==> src/rtl/mult_div_seq.sv <==
// Multi-cycle signed multiply (radix-2 Booth) / divide (restoring) sequencer owning the HI/LO pair.
// Define MD_EARLY_EXIT_EN to finish zero-operand MULT/DIV in one cycle instead of WIDTH+1.
module mult_div_seq #(
    parameter int WIDTH = 32
) (
    input  logic             clock,
    input  logic             reset,
    input  logic             mult_start,
    input  logic             div_start,
    input  logic [WIDTH-1:0] op_a,
    input  logic [WIDTH-1:0] op_b,
    output logic             busy,
    output logic             done,
    output logic             div_zero,
    output logic [WIDTH-1:0] hi_result,
    output logic [WIDTH-1:0] lo_result
);

    localparam int CW = $clog2(WIDTH) + 1;
    localparam logic [CW-1:0] LAST_COUNT = CW'(WIDTH - 1);
    localparam logic [CW-1:0] COUNT_ONE  = CW'(1);

    typedef enum logic [2:0] {IDLE, MULT, DIV, DZERO, DONE} stateType;

    stateType         state;
    logic [CW-1:0]    counter;
    logic [WIDTH:0]   multiplicand;
    logic [WIDTH:0]   accHigh;
    logic [WIDTH-1:0] accLow;
    logic             boothBit;
    logic             isDiv;
    logic             negQuot;
    logic             negRem;
    logic             zeroResult;

    logic [WIDTH-1:0] absA;
    logic [WIDTH-1:0] absB;
    logic [WIDTH:0]   boothSum;
    logic [WIDTH:0]   trialShift;
    logic [WIDTH:0]   trialDiff;
    logic [WIDTH-1:0] finalHi;
    logic [WIDTH-1:0] finalLo;
    logic             multSkip;
    logic             divSkip;

`ifdef MD_EARLY_EXIT_EN
    assign multSkip = (op_a == '0) || (op_b == '0);
    assign divSkip  = (op_a == '0);
`else
    assign multSkip = 1'b0;
    assign divSkip  = 1'b0;
`endif

    // Magnitudes of 0x80000000 stay 0x80000000, which is correct when read as unsigned.
    assign absA = op_a[WIDTH-1] ? -op_a : op_a;
    assign absB = op_b[WIDTH-1] ? -op_b : op_b;

    // One Booth add/sub and one restoring trial subtract; the high accumulator carries
    // an extra sign bit so that subtracting -2^(W-1) cannot overflow.
    always_comb begin
        boothSum = accHigh;
        case ({accLow[0], boothBit})
            2'b01:   boothSum = accHigh + multiplicand;
            2'b10:   boothSum = accHigh - multiplicand;
            default: boothSum = accHigh;
        endcase
        trialShift = {accHigh[WIDTH-1:0], accLow[WIDTH-1]};
        trialDiff  = trialShift - multiplicand;
    end

    always_comb begin
        finalHi = '0;
        finalLo = '0;
        if (!zeroResult) begin
            if (isDiv) begin
                finalHi = negRem  ? -accHigh[WIDTH-1:0] : accHigh[WIDTH-1:0];
                finalLo = negQuot ? -accLow : accLow;
            end else begin
                finalHi = accHigh[WIDTH-1:0];
                finalLo = accLow;
            end
        end
    end

    // The done pulse lands in the first IDLE cycle; busy is held through it so a start
    // arriving alongside done is dropped.
    always_ff @(posedge clock or posedge reset) begin
        if (reset) begin
            state        <= IDLE;
            counter      <= '0;
            multiplicand <= '0;
            accHigh      <= '0;
            accLow       <= '0;
            boothBit     <= 1'b0;
            isDiv        <= 1'b0;
            negQuot      <= 1'b0;
            negRem       <= 1'b0;
            zeroResult   <= 1'b0;
            busy         <= 1'b0;
            done         <= 1'b0;
            div_zero     <= 1'b0;
            hi_result    <= '0;
            lo_result    <= '0;
        end else begin
            case (state)
                IDLE: begin
                    done     <= 1'b0;
                    div_zero <= 1'b0;
                    if (!done && mult_start) begin
                        multiplicand <= {op_a[WIDTH-1], op_a};
                        accHigh      <= '0;
                        accLow       <= op_b;
                        boothBit     <= 1'b0;
                        isDiv        <= 1'b0;
                        counter      <= '0;
                        busy         <= 1'b1;
                        zeroResult   <= multSkip;
                        state        <= multSkip ? DONE : MULT;
                    end else if (!done && div_start) begin
                        multiplicand <= {1'b0, absB};
                        accHigh      <= '0;
                        accLow       <= absA;
                        isDiv        <= 1'b1;
                        negQuot      <= op_a[WIDTH-1] ^ op_b[WIDTH-1];
                        negRem       <= op_a[WIDTH-1];
                        counter      <= '0;
                        busy         <= 1'b1;
                        zeroResult   <= divSkip;
                        if (op_b == '0) begin
                            state <= DZERO;
                        end else begin
                            state <= divSkip ? DONE : DIV;
                        end
                    end else begin
                        busy <= 1'b0;
                    end
                end
                MULT: begin
                    accHigh  <= {boothSum[WIDTH], boothSum[WIDTH:1]};
                    accLow   <= {boothSum[0], accLow[WIDTH-1:1]};
                    boothBit <= accLow[0];
                    counter  <= counter + COUNT_ONE;
                    if (counter == LAST_COUNT) begin
                        state <= DONE;
                    end
                end
                DIV: begin
                    accHigh <= trialDiff[WIDTH] ? trialShift : trialDiff;
                    accLow  <= {accLow[WIDTH-2:0], ~trialDiff[WIDTH]};
                    counter <= counter + COUNT_ONE;
                    if (counter == LAST_COUNT) begin
                        state <= DONE;
                    end
                end
                DZERO: begin
                    done     <= 1'b1;
                    div_zero <= 1'b1;
                    state    <= IDLE;
                end
                DONE: begin
                    done      <= 1'b1;
                    hi_result <= finalHi;
                    lo_result <= finalLo;
                    state     <= IDLE;
                end
                default: state <= IDLE;
            endcase
        end
    end

endmodule

==> config.mk <==
export PLATFORM = sky130hd
export DESIGN_NAME = mult_div_seq
export DESIGN_NICKNAME = d
export VERILOG_FILES = /design/src/rtl/mult_div_seq.sv
export SDC_FILE = /design/constraint.sdc
export NUM_CORES = 1
export LEC_CHECK = 0
export ABC_AREA = 1
export ABC_CLOCK_PERIOD_IN_PS = 8400
export CORE_MARGIN = 2
export CORE_UTILIZATION = 45
export CTS_CLUSTER_DIAMETER = 200
export DETAILED_ROUTE_END_ITERATION = 8
export PLACE_DENSITY = 0.74
export RECOVER_POWER = 50
export SLEW_MARGIN = 10
export SYNTH_ARGS = -nofsm -noshare
export SYNTH_HDL_FRONTEND = slang
export SYNTH_SLANG_ARGS = --single-unit
==> constraint.sdc <==
create_clock -name clock -period 8.4 [get_ports clock]
set_input_delay 2.1 -clock clock [delete_from_list [all_inputs] [get_ports clock]]
set_output_delay 2.1 -clock clock [all_outputs]
set_load 0.01 [all_outputs]
==> flow_summary.ini, run 1 <==
[flow_run]
maxCapViolations = 3

[yosys]
synthDistinctLibCells = 51
synthFlopType = dfrtp_1
synth_warnings = 0
ys_ff_latch = 178
syn_inst = 2959
async_flop_share = 1.00
synth_edf_count = 0
netlist_area_mm2 = 0.0178
synth.avg_cell_area_um2 = 6.00
syn-num-nets = 3100
yosysSeqAreaShare = 0.251

[timing]
finalCritPeriodShare = 0.680
fin_crit_ns = 5.71
fmax_ghz = 0.175
skew_ns = 0.0164
rsz0062_at_grt = false
slew_violations = 221
worst_slew_pin_slew_ns = 4.24
fin_setup_tns_ns = 0
setup_viol = 0
relSlewSlack = -1.84
hold_viol_final = 0

[die]
coreArea_mm2 = 0.0388
start_util = 0.458
num_rows = 72
die_w_um = 203
dieArea_mm2 = 0.0411
boundaryPins = 135
die_h_um = 203

[finish]
syn2layout_area_growth_pct = 12.9
nets = 3172
n_antenna_cell = 0
layout-drive-gt1-share = 0.0309
register_area_mm2 = 0.00445
multi_input_area_mm2 = 0.0114
fillers = 4002

[clock_network]
cts_buffer_depth = 2
post_cts_buffers = 0
clock_latency_ns = 0.47
post_cts_resized = 0
clkTransAtPathRegs_ns = 0.08
htree_num_levels = 4
cts_root_buf = clkbuf_16
ctsHoldBuffers = 0
cts_sinks = 178
cts_tree = built
cts_buffers = 17

[route]
wire_per_inst_um = 18.8
drtAntennaViolNets = 0
vias = 20000
drc = 0
firstDrtPassIters = 6
viasPerCell = 5.61
detail_route.iter0.violations = 2213
drt_wl_total_mm = 66.9

[worst_hold_path]
hold_path.class = reg2reg

[worst_setup_path]
path_cells = clkdlybuf4s50_1 > clkinvlp_2 > buf_4
cp_max_fo = 95
crit_family = buffers and inverters
worst-setup-path-type = in2async
cp.required_ns = 8.82
crit_buf_inv = 3
crit_path_start_kind = input pin
cpPeakStageDelay_ns = 2.37
critPathArrivalTime_ns = 6.13
cp-end-kind = asynchronous set/reset pin
critPathSlowestCell = clkinvlp_2

[grt]
antenna_found_initial = 0
grt_use_total = 0.326
grt_overflow = 0
grt_pass1_wl_mm = 104
grt_pass1_vias = 18600
grt_max_degree = 96

[placed_design]
port_buffers = 134
dp_hpwl_mm = 53.3
gp_congestion = 1.04

[run_status]
violations = max-capacitance violations, max-slew violations
status = finished with violations
## final timing paths
check                      cells past startpoint     startpoint  slack (ns)                to
max in group clock                            12     mult_start        2.83        counter[3]
max                                            3          reset        2.69  multiplicand[12]
min                                            2  lo_result[22]        0.48     lo_result[22]
min reg2reg                                    2  lo_result[22]        0.48     lo_result[22]
max reg2reg                                    6       state[2]        3.68     lo_result[12]
min in group asynchronous                      2          reset        3.23     hi_result[31]
## per-layer routing
metal | wire, µm | GRT usage
met4 | 4610 | 0.209
met5 | 0 | 0
met3 | 4110 | 0.0331
met2 | 30900 | 0.537
met1 | 27300 | 0.409
## through the flow
step	instance area, µm²	hold slack [ns]	cells	util	setup slack [ns]
5_1_grt	20100	0.503	3562	0.517	1.85
3_3_place_gp	19500	0.461	3530	0.502	3.32
6_report	20100	0.476	3562	0.517	2.69
3_5_place_dp	19500	0.470	3530	0.502	3.22
2_1_floorplan	17800	0.453	2959	-	1.47
4_1_cts	20100	0.490	3562	0.517	3.71
## Yosys cell counts, types with 32 or more instances
cell type	number	area, µm²
nand4_1	32	200
nand3_1	279	1400
ha_1	71	888
a21oi_1	154	771
dfrtp_1	178	4450
clkbuf_1	69	259
o211ai_1	32	240
nand2_1	924	3470
o21ai_0	172	861
nor2_1	324	1220
xor2_1	89	780
inv_1	394	1480
## state kept, by name, indices dropped and copies added (netlist names), 3 cells and up
signal and count:
accHigh 33, accLow 32, multiplicand 33, hi_result 32, lo_result 32, state 3
counter 6
## cell families (layout without fill, tap and decap cells)
| group | Yosys count | after routing | synth area share |
|---|---|---|---|
| AOI/OAI and AO/OA | 459 | 459 | 0.150 |
| xor gates and xnor gates | 103 | 103 | 0.0508 |
| adders and majority gates | 73 | 73 | 0.0523 |
| buffers and inverters | 499 | 584 | 0.108 |
| DFF | 178 | 178 | 0.251 |
| and+or+nand+nor | 1647 | 1647 | 0.388 |
## final cells by class
cell class / instances / area share
clock inverter: 15 / 0.00898
multi-input combinational: 2282 / 0.569
clock buffer: 17 / 0.0212
inverter: 405 / 0.0758
sequential: 178 / 0.222
tap: 518 / 0.0323
timing repair buffer: 147 / 0.0711
## cells in the final DEF, fill, tap and decap left out, types with 4 or more instances in the layout
cell,count
a21o_1,4
a21oi_1,154
a221oi_1,30
a22oi_1,14
a31oi_1,12
buf_4,10
clkbuf_16,17
clkdlybuf4s50_1,84
clkinv_1,4
clkinv_8,5
dfrtp_1,178
dlygate4sd3_1,50
ha_1,71
inv_1,393
inv_2,7
inv_6,4
nand2_1,923
nand2_2,17
nand3_1,279
nand3b_1,15
nand4_1,32
nor2_1,324
nor2_2,4
nor3_1,24
nor4_1,7
o211ai_1,32
o21ai_0,173
o21bai_1,8
o221ai_1,11
o22ai_1,5
o31ai_1,4
or2_2,6
xnor2_1,14
xor2_1,89
## worst register-to-register path, stage by stage, from the launching register on
cell	delay, ns
dfrtp_1	0.40
inv_1	0.15
nor3_4	0.04
clkbuf_1	0.67
inv_1	0.51
clkbuf_1	2.27
o21ai_0	0.42
Power of run 1 is not shown: default switching activity piles up to over one toggle a cycle in this logic, so the estimate is an artifact.
==> inputs of run 2 (changes only) <==
- ABC_CLOCK_PERIOD_IN_PS: 8400 -> 5600
- clock period: 8.4 -> 5.6 ns (I/O delays scaled with it)
==> run 2 against run 1 <==
The run still ends with max-capacitance violations, max-slew violations left; first-iteration DRC count fell by 9.7%; register-to-register slack got worse by 2.1 ns; routed wire length rose by 5.1%; die area did not move; critical path type unchanged.
==> flow_summary.ini, run 2 (same netlist as run 1, synthesis figures left out) <==
[run_status]
status = finished with violations
violations = max-capacitance violations, max-slew violations

[route]
drt_wl_total_mm = 70.2
firstDrtPassIters = 8
detail_route.iter0.violations = 1998
drc = 0
viasPerCell = 5.63
wire_per_inst_um = 19.7
vias = 20100
drtAntennaViolNets = 0

[timing]
hold_ws_ns = 0.479
fin_crit_ns = 3.99
fmax_ghz = 0.251
finalCritPeriodShare = 0.713
rsz0062_at_grt = false
hold_viol_final = 0
relSlewSlack = -1.21
setup_viol = 0
slew_violations = 274
fin_setup_tns_ns = 0
worst_slew_pin_slew_ns = 3.31
skew_ns = 0.0172

[placed_design]
port_buffers = 134
dp_hpwl_mm = 55.2
gp_congestion = 1.04

[die]
die_h_um = 203
dieArea_mm2 = 0.0411
boundaryPins = 135
coreArea_mm2 = 0.0388
die_w_um = 203
start_util = 0.458
num_rows = 72

[finish]
nets = 3175
layout-drive-gt1-share = 0.0309
syn2layout_area_growth_pct = 12.7
mostFrequentLayoutCells = nand2_1 (924), inv_1 (393), nor2_1 (325)
n_antenna_cell = 0
final_common_cell = nand2_1
reg.largest.list = accHigh (33), multiplicand (33)

[grt]
grt_pass1_wl_mm = 109
grt_max_degree = 179
grt_pass1_vias = 19300
grt_use_total = 0.344
antenna_found_initial = 0
grt_overflow = 0

[clock_network]
cts_sinks = 178
post_cts_buffers = 0
cts_buffers = 17
cts_tree = built
clkTransAtPathRegs_ns = 0.07
htree_num_levels = 4
clock_latency_ns = 0.47
cts_root_buf = clkbuf_16
ctsHoldBuffers = 0
cts_buffer_depth = 2
post_cts_resized = 0

[worst_setup_path]
cp_max_fo = 178
cp-end-kind = asynchronous set/reset pin
critPathArrivalTime_ns = 4.01
r2r_slack_ns = 1.61
worst-setup-path-type = in2async
cp.required_ns = 5.62
crit_path_start_kind = input pin

[flow_run]
maxCapViolations = 2

[worst_hold_path]
hold_path.class = reg2reg
[run 2: changes by cell type in the layout (fill, tap and decap cells not counted), sizes merged]
cell,before,now
clkbuf,20,21
clkinv,11,9
clkdlybuf4s50,84,132
buf,10,14
dlygate4sd3,50,2
[run 2: routing by layer]
metal | global-route usage | part of all wire | up-vias
li1 | - | - | 9721
met1 | 0.418 | 0.40 | 9188
met2 | 0.557 | 0.45 | 941
met3 | 0.0538 | 0.067 | 223
met4 | 0.242 | 0.077 | 0
met5 | 0 | 0 | -
[run 2: cell type report]
| cell class | count | area [µm²] |
|---|---|---|
| Tap cell | 518 | 648 |
| Clock inverter | 13 | 118 |
| Sequential cell | 178 | 4450 |
| Fill cell | 4088 | 18800 |
| Timing Repair Buffer | 150 | 1460 |
| Multi-Input combinational cell | 2282 | 11400 |
| Clock buffer | 19 | 433 |
| Inverter | 405 | 1520 |
[run 2: metrics by stage]
| step | std cells | setup WS (ns) | area, µm² | util |
|---|---|---|---|---|
| after floorplan | 2959 | 1.92 | 17800 | - |
| after global placement | 3533 | 1.52 | 19500 | 0.502 |
| after detailed placement | 3533 | 1.53 | 19500 | 0.502 |
| after CTS | 3565 | 1.91 | 20100 | 0.517 |
| after global routing | 3565 | 0.929 | 20000 | 0.516 |
| final | 3565 | 1.61 | 20000 | 0.516 |
[run 2: worst paths after layout]
kind / startpoint / to / depth (start not counted)
max reg2reg: state[2] / hi_result[14] / 6
min: hi_result[28] / hi_result[28] / 2
max: reset / multiplicand[4] / 3
max in group clock: state[2] / hi_result[14] / 6
min reg2reg: hi_result[28] / hi_result[28] / 2
min in group asynchronous: reset / accHigh[18] / 3
[run 2: worst max-delay path, stage by stage]
cell           delay (ns)
dlygate4sd3_1        0.58
clkinvlp_4           0.07
clkbuf_4             1.77
Power of run 2 is left out for the same reason.
